## src/rtl/nn_bus_pkg.sv

```systemverilog
// Shared types and helpers for the config/data-memory bus arbiter.
package nn_bus_pkg;

    typedef enum logic [1:0] {ARB_IDLE, ARB_GRANT, ARB_TURN} arb_state_t;

    localparam int NREQ_MAX = 16;
    localparam int IDX_W    = $clog2(NREQ_MAX);

    // OR-reduction encoder: only correct for one-hot or all-zero input.
    function automatic logic [IDX_W-1:0] onehot_to_idx(input logic [NREQ_MAX-1:0] oh);
        logic [IDX_W-1:0] idx;
        idx = '0;
        for (int i = 0; i < NREQ_MAX; i++) begin
            if (oh[i]) idx = idx | IDX_W'(i);
        end
        return idx;
    endfunction

endpackage

```

## src/rtl/nn_bus_arbiter_rr_pick.sv

```systemverilog
// Combinational round-robin winner search starting at ptr and wrapping to 0.
module rr_pick
    import nn_bus_pkg::*;
#(
    parameter int NREQ = 4,
    parameter int IDW  = 4
) (
    input  logic [NREQ-1:0] req,
    input  logic [IDW-1:0]  ptr,
    output logic            hit,
    output logic [IDW-1:0]  idx,
    output logic [NREQ-1:0] onehot
);

    logic [NREQ-1:0]   mask;
    logic [2*NREQ-1:0] dbl;

    // Lower copy keeps only requesters at or above ptr; the upper copy supplies the wrap.
    always_comb begin
        mask = '0;
        for (int i = 0; i < NREQ; i++) begin
            mask[i] = (i >= int'(ptr));
        end
        dbl = {req, req & mask};
    end

    always_comb begin
        hit    = |req;
        idx    = '0;
        onehot = '0;
        for (int i = 2*NREQ-1; i >= 0; i--) begin
            if (dbl[i]) idx = (i >= NREQ) ? IDW'(i - NREQ) : IDW'(i);
        end
        if (hit) onehot = NREQ'(1) << idx;
    end

endmodule

```

## src/rtl/nn_bus_arbiter.sv

```systemverilog
// Round-robin arbiter for the shared config/data-memory bus.
// Optional grant timeout is enabled by defining ARB_TIMEOUT_EN.
module nn_bus_arbiter
    import nn_bus_pkg::*;
#(
    parameter int NREQ     = 4,
    parameter int MAX_HOLD = 16,
    parameter int IDW      = 4
) (
    input  logic            clk,
    input  logic            reset,
    input  logic [NREQ-1:0] bus_request,
    output logic [NREQ-1:0] bus_grant,
    output logic [IDW-1:0]  grant_id,
    output logic            bus_busy,
    output logic            timeout_evt
);

    arb_state_t      state, state_nx;
    logic [NREQ-1:0] grant_nx;
    logic [IDW-1:0]  grant_id_nx;
    logic [IDW-1:0]  rr_ptr, rr_ptr_nx;

    logic            pick_hit;
    logic [IDW-1:0]  pick_idx;
    logic [NREQ-1:0] pick_oh;
    logic            owner_req;
    logic [IDW-1:0]  owner_idx, owner_next;
    logic            revoke;

    rr_pick #(
        .NREQ(NREQ),
        .IDW (IDW)
    ) u_pick (
        .req   (bus_request),
        .ptr   (rr_ptr),
        .hit   (pick_hit),
        .idx   (pick_idx),
        .onehot(pick_oh)
    );

    assign owner_req  = |(bus_request & bus_grant);
    assign owner_idx  = IDW'(onehot_to_idx(NREQ_MAX'(bus_grant)));
    assign owner_next = (owner_idx == IDW'(NREQ-1)) ? '0 : owner_idx + IDW'(1);
    assign bus_busy   = |bus_grant;

`ifdef ARB_TIMEOUT_EN
    localparam int CNT_W = $clog2(MAX_HOLD+1);
    logic [CNT_W-1:0] hold_cnt;

    // Revoking at MAX_HOLD-1 makes the visible grant exactly MAX_HOLD cycles long.
    assign revoke = owner_req && (hold_cnt == CNT_W'(MAX_HOLD-1));
`else
    assign revoke      = 1'b0;
    assign timeout_evt = 1'b0;
`endif

    always_comb begin
        state_nx    = state;
        grant_nx    = bus_grant;
        grant_id_nx = grant_id;
        rr_ptr_nx   = rr_ptr;
        case (state)
            ARB_IDLE, ARB_TURN: begin
                if (pick_hit) begin
                    state_nx    = ARB_GRANT;
                    grant_nx    = pick_oh;
                    grant_id_nx = pick_idx;
                end else begin
                    state_nx = ARB_IDLE;
                    grant_nx = '0;
                end
            end
            ARB_GRANT: begin
                if (!owner_req || revoke) begin
                    state_nx  = ARB_TURN;
                    grant_nx  = '0;
                    rr_ptr_nx = owner_next;
                end
            end
            default: begin
                state_nx = ARB_IDLE;
                grant_nx = '0;
            end
        endcase
    end

    always_ff @(posedge clk) begin
        if (!reset) begin
            state     <= ARB_IDLE;
            bus_grant <= '0;
            grant_id  <= '0;
            rr_ptr    <= '0;
`ifdef ARB_TIMEOUT_EN
            hold_cnt    <= '0;
            timeout_evt <= 1'b0;
`endif
        end else begin
            state     <= state_nx;
            bus_grant <= grant_nx;
            grant_id  <= grant_id_nx;
            rr_ptr    <= rr_ptr_nx;
`ifdef ARB_TIMEOUT_EN
            // Counter restarts on every entry into ARB_GRANT.
            hold_cnt    <= (state == ARB_GRANT) ? hold_cnt + CNT_W'(1) : '0;
            timeout_evt <= (state == ARB_GRANT) && revoke;
`endif
        end
    end

endmodule

```

## config.mk

```make
export PLATFORM = sky130hd
export DESIGN_NAME = nn_bus_arbiter
export DESIGN_NICKNAME = d
export VERILOG_FILES = /design/src/rtl/nn_bus_pkg.sv /design/src/rtl/nn_bus_arbiter_rr_pick.sv /design/src/rtl/nn_bus_arbiter.sv
export SDC_FILE = /design/constraint.sdc
export NUM_CORES = 1
export LEC_CHECK = 0
export ABC_AREA = 0
export CORE_AREA = 8 8 45 47
export CTS_CLUSTER_SIZE = 12
export DETAILED_ROUTE_END_ITERATION = 10
export DIE_AREA = 0 0 53 55
export GPL_TIMING_DRIVEN = 0
export PLACE_DENSITY = 0.68
export SLEW_MARGIN = 20
export SYNTH_ARGS = -nofsm -noshare
export SYNTH_HDL_FRONTEND = slang
export SYNTH_SLANG_ARGS = --single-unit
```

## constraint.sdc

```tcl
create_clock -name clk -period 1.82 [get_ports clk]
set_clock_uncertainty 0.1 [all_clocks]
set_input_delay 0.273 -clock clk [delete_from_list [all_inputs] [get_ports clk]]
set_output_delay 0.273 -clock clk [all_outputs]
set_load 0.005 [all_outputs]
```

Word level (Yosys, flattened, before mapping)

Index checks and enable logic that the tools add are counted.

Input port bits: 6
Output and inout bits: 10
Logic and storage cells: 42
Register bits after elaboration: 14

Shift-type cells: 1
$lt $le $gt $ge: 4
Add/subtract/negate cells: 1
Reductions and logical operators: 7
Muxes and demuxes: 18
Bitwise logic cells: 3
Equality and inequality tests: 4

Operators with widths:

| operator                                                              | count |
|---|---|
| 2-bit 2-to-1 mux                                                      | 11 |
| 4-bit OR reduction                                                    | 3 |
| 4-bit AND                                                             | 2 |
| 1-bit by 4-bit >= comparator with 1-bit output, first input constant  | 2 |
| 2-bit by 4-bit >= comparator with 1-bit output, first input constant  | 2 |
| 4-bit 2-to-1 mux                                                      | 2 |
| 4-bit one-hot mux with 2 select lines                                 | 1 |
| 2-bit equality test, second input constant                            | 2 |
| 2-bit one-hot mux with 2 select lines                                 | 1 |
| 2-bit AND reduction                                                   | 2 |
| 1-bit by 2-bit << shifter with 4-bit output, first input constant     | 1 |
| 2-bit by 1-bit adder with 3-bit output, second input constant         | 1 |
| 3-bit 2-to-1 mux                                                      | 1 |
| 2-bit by 1-bit equality test with 1-bit output, second input constant | 1 |
| 2-bit logical NOT                                                     | 1 |
| 1-bit 2-to-1 mux                                                      | 2 |
| 2-bit inequality test, second input constant                          | 1 |
| 2-bit OR reduction                                                    | 1 |
| 1-bit inverter                                                        | 1 |

Longest topological paths before layout

Gate-level depths: netlist of the first run.

Depth in word-level cells: 11
Depth in mapped cells: 6
Gate-level depth less buffers: 5

Hierarchy

Synthesis of the first run repeated with hierarchy kept, for this count alone.

Cells, all modules: 75
Area total of the unflattened synthesis: 680.7 um^2

By module, submodules not included:

| module         | times used | cells an instance | seq. area each (um^2) | area an instance (um^2) |
|---|---|---|---|---|
| nn_bus_arbiter | 1          | 50                | 240.2                 | 528.0 |
| rr_pick        | 1          | 25                | 0.0                   | 152.6 |

Worst setup path before layout of the first run

Ideal clock, no wire load.

Path type: reg-to-reg
Start point: reg bus_grant[0]
End point: reg rr_ptr[1]
Required time: 1.651 ns
Setup time: 0.069 ns
Path slack: 0.273 ns
Buffers on the path: 0
Clock period less this slack: 1.547 ns
Arrival: 1.377 ns
Cell stages (with the launch flop): 6
Cells stage by stage: dfxtp_1 a22o_1 a221oi_2 nand3b_2 or3_1 a21oi_2

Cells in the longest elaborated chain, start to end: 4

RTL lines:

| what                                 | RTL line              | RTL |
|---|---|---|
| from (decl)                          | nn_bus_arbiter.sv:13  | `output logic [NREQ-1:0] bus_grant,` |
| from (signal assigned)               | nn_bus_arbiter.sv:100 | `bus_grant <= grant_nx;` |
| 4-bit AND                            | nn_bus_arbiter.sv:42  | `assign owner_req = \|(bus_request & bus_grant);` |
| 4-bit OR reduction                   | nn_bus_arbiter.sv:42  |  |
| 1-bit inverter (no source line)      | --                    |  |
| 2-bit AND reduction (no source line) | --                    |  |
| to (signal assigned)                 | nn_bus_arbiter.sv:102 | `rr_ptr <= rr_ptr_nx;` |
| to (decl)                            | nn_bus_arbiter.sv:22  | `logic [IDW-1:0] rr_ptr, rr_ptr_nx;` |

No other way between the ends.
A chain may end at the register's enable or synchronous reset.

Worst setup path after layout of the first run

Start point: in bus_request[2]
End point: reg rr_ptr[1]

Cells in the longest elaborated chain, start to end: 4

RTL lines:

| what                                 | RTL line             | RTL |
|---|---|---|
| from (decl)                          | nn_bus_arbiter.sv:12 | `input logic [NREQ-1:0] bus_request,` |
| 4-bit AND                            | nn_bus_arbiter.sv:42 |  |
| 4-bit OR reduction                   | nn_bus_arbiter.sv:42 |  |
| 1-bit inverter (no source line)      | --                   |  |
| 2-bit AND reduction (no source line) | --                   |  |

No other way between the ends.

==> flow_results.org, run 1 <==
** Detailed routing
- The first TritonRoute pass finished after 4 iterations.
- Routed via count divided by cell count :: 5.032
- ANT nets after route :: 0
- Per-cell routed wire length :: 12.61 microns
- After the first detailed-routing iteration, the DRC count stood at 6.
- In the routed design, unresolved DRC markers number 0.
- Vias :: 473
- Drt total wl :: 1.185 mm

** STA
- The worst path meets setup with 0.06543 ns of slack.
- Worst-case headroom to the max-slew limit :: 0.6285
- Final number of max-transition violations :: 0
- Setup repair after global routing missed its margin :: no
- Minimum hold slack :: 0.3932 ns
- Final count of hold timing violations :: 0
- Setup violations remaining at the end of the flow were counted as 0.
- Slew of the pin with the lowest slew margin :: 0.5561 ns
- The worst path needs 1.755 ns of the cycle, external delays included.
- For the final routed database, the setup TNS stands at 0 ns.
- In the finished design, the share of the clock period the worst path needs comes to 0.9641.
- For this run, the top clock speed supported by timing is 569.9 MHz.

** Worst setup path
- The critical path goes through clkdlybuf4s50_1 -> a221oi_4 -> nand3b_4 -> or3_1 -> a21oi_2.
- Delay contributed by the slowest stage of the critical path :: 0.52 ns
- The slowest stage of the critical path is the sky130_fd_sc_hd__clkdlybuf4s50_1 cell.
- Together, buffers and inverters on the worst path number 1.
- The worst setup path is of the input port to register kind.
- CP required :: 1.91 ns
- Flop-to-flop setup slack :: 0.16 ns
- Startpoint Class :: input port
- Along the worst path, the maximum fanout reaches 5.
- Critical path endpoint category :: register
- Crit path DAT :: 1.85 ns
- Critical path's top delay family :: simple AND/OR/NAND/NOR gates

** Floorplan
- Floorplan die height :: 55 microns
- Floorplan row count :: 14
- 16 I/O pins were placed.
- After floorplanning, the core was sized to cover 1384 sq um.
- The die covers 2915 sq um.
- For this configuration, the core starts out at a cell density of 0.3662.
- Chip width :: 53 microns

** Clock tree
- Clock root buffer :: sky130_fd_sc_hd__clkbuf_4
- The tree built by TritonCTS fans out to 10 sinks.
- Clock tree synthesis inserted a total of 3 buffers.
- Number of gates given a new drive strength after cts :: 4
- Post-CTS Setup Inserts :: 0
- Number of buffers inserted by hold repair at cts :: 0
- Worst skew pair latency :: 0.26 ns
- In this run the deepest clock path goes through 2 buffers.
- Clock-pin slew was measured on the worst setup and hold paths at 0.06 ns.
- TritonCTS built the clock tree.
- In this run the number of H-tree levels came out at 1.

** Layout
- Commonest non-fill, non-tap cell in the layout :: sky130_fd_sc_hd__nor2_1
- The number of antenna diodes in the final layout is 0.
- Final non-filler cell total :: 94
- Compared with the post-synthesis result, the final layout area differs by 41.23%.
- Once layout is complete, the utilization of the core stands at 0.5172.
- Registers take 202.7 sq um.
- The final layout contains 85 nets.
- Total non-filler cell area in the finished layout :: 715.7 sq um
- Combined area of the multi-input logic cells :: 305.3 sq um
- Number of fill cells :: 143
- Fraction of final layout cells with drive strength greater than 1 :: 0.1667
- The library cells used most frequently in the layout, excluding fill and tap cells, are sky130_fd_sc_hd__nor2_1, sky130_fd_sc_hd__clkdlybuf4s50_1, sky130_fd_sc_hd__dfxtp_1.

** Yosys
- Synth warnings :: 0
- The synthesized design contains 10 register bits.
- Number of distinct standard cells referenced by the synthesized netlist :: 24
- For this run, the register share of the synthesized area comes to 0.3951.
- Cell area after synthesis :: 506.7 sq um
- Average instance area after synthesis :: 8.446 sq um
- After technology mapping, the gate count stands at 60.

** Placement
- Input and output buffers added on the ports amount to 12.
- HPWL after DPL :: 870.7 microns
- Placed cell areas :: 654.4 sq um
- Routability-driven placement finished with a final weighted congestion of 0.7437.
- Timing analysis after detailed placement gives a worst setup slack of -0.3681 ns.
- Once placement completed, the tool counted placed cells totaling 90.

** Global route
- Overflow left after global routing :: 0
- Pin count of the biggest net entering global routing :: 11
- The first global-routing pass estimated 1.932 mm of wire.
- The via count of the first global-routing pass came to 458.
- Across every metal layer, demand over resource in global routing totals 0.08922.
- Antenna violations before repair :: 0

** Flow run
- Across the run, the number of max-cap violations was 0.

** Power and ir drop
- Power density over the cells :: 803.7 nW/um^2
- Total Power :: 0.5752 mW
- Worst vdd ir :: 0.3866 mV
- In this run the static leakage power is 0.2810 nW.

** Status
- The flow ran to the end, and the final reports show no timing, DRC or antenna violations.

** Min path
- Hold WC Path Type :: register to register
registers in the layout, indices dropped and copies added, names as in the netlist:
signal     cells
grant_id       2
bus_grant      4
state          2
rr_ptr         2
power by group:
part | total [mW] | internal (mW) | switching, mW
combinational | 0.131 | 0.0715 | 0.0599
clock | 0.193 | 0.121 | 0.0715
sequential | 0.251 | 0.236 | 0.0154
area by class of cell:
class / instances / area share
Buffer: 4 / 0.03671
Clock buffer: 4 / 0.05070
Inverter: 2 / 0.01049
Multi-Input combinational cell: 46 / 0.4266
Sequential cell: 10 / 0.2832
Tap cell: 16 / 0.02797
Timing Repair Buffer: 12 / 0.1643
tightest hold or removal path: stages, from the launching register on:
cell	delay, ns
sky130_fd_sc_hd__dfxtp_1	0.33
sky130_fd_sc_hd__nand2_1	0.06
sky130_fd_sc_hd__a21oi_1	0.05
Yosys cell counts (all sizes together):
| cell | instances | share of area |
|---|---|---|
| nand2 | 5 | 0.037 |
| clkinv | 1 | 0.0074 |
| or3 | 1 | 0.012 |
| conb | 1 | 0.0074 |
| nor4 | 1 | 0.012 |
| inv | 1 | 0.0074 |
| dfxtp | 10 | 0.40 |
| o21a | 1 | 0.015 |
| nor3 | 1 | 0.0099 |
| o22ai | 1 | 0.012 |
| a221oi | 1 | 0.030 |
| a21oi | 6 | 0.067 |
| a22o | 1 | 0.017 |
| a32oi | 2 | 0.035 |
| nor3b | 2 | 0.030 |
| o22a | 1 | 0.017 |
| xnor2 | 1 | 0.017 |
| nor2 | 12 | 0.089 |
| buf | 3 | 0.044 |
| nand3b | 3 | 0.052 |
| mux2i | 4 | 0.079 |
| clkbuf | 1 | 0.0074 |
final timing paths:
kind                             start                        end  cells after the start
min          bus_grant[0]$_SDFFE_PN0P_  bus_grant[0]$_SDFFE_PN0P_                      2
max reg2reg  bus_grant[3]$_SDFFE_PN0P_     rr_ptr[1]$_SDFFE_PN0P_                      5
max                     bus_request[2]     rr_ptr[1]$_SDFFE_PN0P_                      5
min reg2reg  bus_grant[0]$_SDFFE_PN0P_  bus_grant[0]$_SDFFE_PN0P_                      2
kinds of logic (layout without fill, tap and decap cells):
| group | count (synthesis) | count (layout) | share of synthesized area |
|---|---|---|---|
| buffers and inverters | 6 | 22 | 0.06664 |
| multiplexers | 4 | 4 | 0.07902 |
| other | 1 | 3 | 0.007400 |
| AND/OR/NAND/NOR | 25 | 25 | 0.2420 |
| AO/OA/AOI/OAI | 13 | 13 | 0.1926 |
| XOR/XNOR | 1 | 1 | 0.01729 |
| flip-flops | 10 | 10 | 0.3951 |
routing by layer:
| layer | part of all wire | GRT usage | up-vias | wire (microns) |
|---|---|---|---|---|
| li1 | - | - | 240 | - |
| met4 | 0 | 0.05172 | 0 | 0 |
| met1 | 0.49 | 0.1069 | 218 | 577 |
| met3 | 0.089 | 0.04011 | 0 | 105 |
| met2 | 0.42 | 0.1289 | 15 | 502 |
| met5 | 0 | 0 | - | 0 |
Note: power is estimated with default switching activity, not from simulation.
==> run 2: changes to the inputs <==
--- a/config.mk
+++ b/config.mk
@@ -6,12 +6,15 @@
 export NUM_CORES = 1
 export LEC_CHECK = 0
 export ABC_AREA = 0
-export CORE_AREA = 8 8 45 47
+export CAP_MARGIN = 20
+export CELL_PAD_IN_SITES_DETAIL_PLACEMENT = 1
+export CELL_PAD_IN_SITES_GLOBAL_PLACEMENT = 1
+export CORE_MARGIN = 8
+export CORE_UTILIZATION = 31
 export CTS_CLUSTER_SIZE = 12
 export DETAILED_ROUTE_END_ITERATION = 10
-export DIE_AREA = 0 0 53 55
 export GPL_TIMING_DRIVEN = 0
-export PLACE_DENSITY = 0.68
+export PLACE_DENSITY_LB_ADDON = 0.1
 export SLEW_MARGIN = 20
 export SYNTH_ARGS = -nofsm -noshare
 export SYNTH_HDL_FRONTEND = slang
==> run 2 against run 1 <==
Sequential cell count did not move. Register-to-register slack hardly changed. Worst hold slack improved by 0.0064 ns. Via count is 3.4% higher. Combinational power grew 5%. Clock power increased by 6%. Largest cell class unchanged.
==> flow_results.org, run 2 (synthesis gave the netlist of run 1 again) <==
** STA
- Minimum hold slack :: 0.3996 ns (+0.006413 ns)
- The number of failing hold endpoints at the final stage was 0 (unchanged).
- The minimum period implied by the final worst setup slack was 1.711 ns (-0.04394 ns).
- Slew of the pin with the lowest slew margin :: 0.6010 ns (+0.04494 ns)
- Setup Viol. Count Final :: 0 (unchanged)
- The achievable frequency came to 584.6 MHz (+2.6%).
- The worst relative slew slack came to 0.5985 (-0.03002).
- Part of the cycle the worst path needs :: 0.9399 (-0.02414)
- Setup repair after global routing left no endpoint under its margin.
- The max-slew violation count came to 0 (unchanged).

** Global route
- Pin count of the biggest net entering global routing :: 11 (unchanged)
- The global-route congestion overflow total was 0 (unchanged).
- The number of antenna violations at the first check in global routing was 0 (unchanged).
- The all-layer global routing usage is 0.08922 (about the same).
- The first-pass GRT wire length came to 2.283 mm (+18%).
- The via count of the first global-routing pass is 490 (+7.0%).

** Status
- The run finished with clean final reports.

** Detailed routing
- ANT nets after route :: 0 (unchanged)
- The post-detailed-route DRC marker count came to 0 (unchanged).
- The routed via count is 489 (+3.4%).
- The routed length per placed instance came to 14.98 microns (+19%).
- The aggregate routed wire length was 1.408 mm (+19%).
- Number of DRC violations after detailed-routing iteration 0 :: 3 (-3)
- The average vias per placed instance was 5.202 (+3.4%).
- First-pass detailed-route iteration total :: 4 (unchanged)

** Clock tree
- Clock tree synthesis selected as its root buffer the cell sky130_fd_sc_hd__clkbuf_4.
- Number of buffers inserted by hold repair at cts :: 0 (unchanged)
- Maximum root-to-sink buffer count :: 2 (unchanged)
- Number of sinks handled by clock tree synthesis :: 10 (unchanged)
- CTS tree :: built
- Clock slew seen by the registers of the worst setup and hold paths :: 0.07 ns (about the same)
- H-Tree Level Count :: 1 (unchanged)
- The number of buffers created by CTS was 3 (unchanged).
- Worst skew pair latency :: 0.27 ns (about the same)

** Floorplan
- The area enclosed by the die boundary was 3184 sq um (+9.2%).
- Starting utilization of the core area :: 0.3325 (-0.03367)
- The I/O pin count came to 16 (unchanged).
- Core Box Area :: 1524 sq um (+10%)
- Chip width :: 56.43 microns (+6.5%)
- Floorplan row count :: 14 (unchanged)
- Floorplan die height :: 56.43 microns (+2.6%)

** Layout
- Max reg flops :: 4 (unchanged)
- Fraction of final layout cells with drive strength greater than 1 :: 0.1667 (unchanged)
- Final non-filler cell total :: 94 (unchanged)
- Number of diodes added for antenna fixing :: 0 (unchanged)
- In the layout the commonest cells are sky130_fd_sc_hd__nor2_1, sky130_fd_sc_hd__clkdlybuf4s50_1, sky130_fd_sc_hd__dfxtp_1.
- From synthesis to final layout, the design area changed by 43.70%.
- Commonest non-fill, non-tap cell in the layout :: sky130_fd_sc_hd__nor2_1
- The final net count is 85 (unchanged).
- Register with the most flip-flops :: bus_grant
- The number of filler instances in the final layout was 180 (+26%).

** Placement
- DP Cell Count :: 90 (unchanged)
- HPWL after DPL :: 1.073 mm (+23%)
- Number of buffers inserted by port buffering :: 12 (unchanged)
- The final weighted congestion in routability-driven placement is 0.7041 (-5.3%).

** Power and ir drop
- The leakage power was 0.2995 nW (+6.6%).
- The worst IR drop on VDD came to 0.4268 mV (+10%).
- Sequential share of power :: 0.423 (-0.013)
- Combinational share of power :: 0.232 (+0.003)
- Part of the total power dissipated in the clock network :: 0.345 (+0.010)
- P_int :: 0.4302 mW (+0.45%)
- Power density over the cells :: 815.1 nW/um^2 (+1.4%)
- Switching Fraction :: 0.2752 (+0.01983)
- The power spent charging and discharging nets came to 0.1633 mW (+11%).

** Min path
- Launch instance of the worst min-delay path :: grant_id[1]$_SDFFE_PN0P_
- Hold WC Path Type :: register to register

** Worst setup path
- The worst reg-to-reg path cell count is 5 (unchanged).
- Startpoint Class :: input port
- Critical path endpoint category :: register
- The depth of the critical timing path with buffers and inverters included is 5 (unchanged).
- The slack of the worst reg-to-reg path was 0.17 ns (about the same).
- Endpoint of the lowest-slack register-to-register path :: rr_ptr[1]$_SDFFE_PN0P_
- The total buffers and inverters traversed by the critical path is 1 (unchanged).
- In this design, the largest share of critical-path delay is due to simple AND/OR/NAND/NOR gates.
- The critical path goes through clkdlybuf4s50_1 -> a221oi_4 -> nor3b_1 -> a32oi_1 -> nor2_1.
- The worst setup path is of the input port to register kind.
- The critical path data required time is 1.92 ns (about the same).
- Critical Path End :: bus_grant[1]$_SDFFE_PN0P_
- The maximum fanout along the worst path was 6 (+1).
- CP startpoint :: bus_request[1]
- Delay contributed by the slowest stage of the critical path :: 0.62 ns (+0.10 ns)
- The signal arrival time at the worst endpoint was 1.81 ns (-0.04 ns).
- Reg-to-reg critical path startpoint :: bus_grant[3]$_SDFFE_PN0P_
- Critical path's slowest cell :: sky130_fd_sc_hd__clkdlybuf4s50_1

** Flow run
- Number of max-cap violations :: 0 (unchanged)
[run 2: changes by cell type in the layout (fill, tap and decap cells not counted)]
| cell | before | now |
|---|---|---|
| sky130_fd_sc_hd__dlymetal6s2s_1 | 0 | 2 |
| sky130_fd_sc_hd__nor3_4 | 0 | 1 |
| sky130_fd_sc_hd__dlygate4sd2_1 | 2 | 1 |
| sky130_fd_sc_hd__nor3_2 | 1 | 0 |
| sky130_fd_sc_hd__clkdlybuf4s50_1 | 10 | 9 |
[run 2: area by class of cell]
cell class / instances / area, sq um / share of cell area
Multi-Input combinational cell: 46 / 311.5 / 0.4278
Tap cell: 16 / 20.02 / 0.02749
Clock buffer: 4 / 36.28 / 0.04983
Buffer: 4 / 26.28 / 0.03608
Inverter: 2 / 7.507 / 0.01031
Timing Repair Buffer: 12 / 123.9 / 0.1701
Sequential cell: 10 / 202.7 / 0.2784
[run 2: worst min path at each step]
| stage | end | cells past startpoint |
|---|---|---|
| finish | grant_id[1]$_SDFFE_PN0P_ | 2 |
| floorplan | bus_grant[0]$_SDFFE_PN0P_ | 2 |
| CTS | grant_id[1]$_SDFFE_PN0P_ | 2 |
| global route | grant_id[1]$_SDFFE_PN0P_ | 2 |
| global placement | grant_id[1]$_SDFFE_PN0P_ | 2 |
| detailed placement | grant_id[1]$_SDFFE_PN0P_ | 2 |
[run 2: repair_timing]
item                                    CTS  global route
endpoints found under the setup margin    6             6
gates resized for setup                   4             5
buffers inserted                          0             0
[run 2: worst min-delay path, stage by stage (launching register included)]
cell and delay [ns]:
sky130_fd_sc_hd__dfxtp_1 0.33, sky130_fd_sc_hd__mux2i_1 0.06, sky130_fd_sc_hd__nor2_1 0.07
[run 2: layer usage]
layer / vias up / part of all wire / global-route usage
met5: - / 0 / 0
met4: 0 / 0.0064 / 0.04124
met3: 2 / 0.057 / 0.03820
met2: 13 / 0.46 / 0.1301
met1: 230 / 0.48 / 0.1093
li1: 244 / - / -
[run 2: power by group through the flow]
stage               Clock (mW)  Sequential, mW  Combinational (mW)
finish                   0.205           0.251               0.138
floorplan                    0           0.251              0.0717
detailed placement           0           0.254               0.129
global route             0.221           0.254               0.151
CTS                      0.210           0.251               0.137
global placement             0           0.254               0.126
[run 2: metrics by stage]
| step | utilization | worst slack [ns] | setup TNS [ns] | power [mW] | instance area, sq um |
|---|---|---|---|---|---|
| floorplan | - | 0.2733 | 0 | 0.3232 | 514.2 |
| global placement | 0.4294 | -0.3524 | -1.437 | 0.3793 | 654.4 |
| detailed placement | 0.4294 | -0.3526 | -1.608 | 0.3826 | 654.4 |
| CTS | 0.4688 | 0.01713 | 0 | 0.5973 | 714.4 |
| global route | 0.4778 | 0.01087 | 0 | 0.6262 | 728.2 |
| finish | 0.4778 | 0.1094 | 0 | 0.5936 | 728.2 |
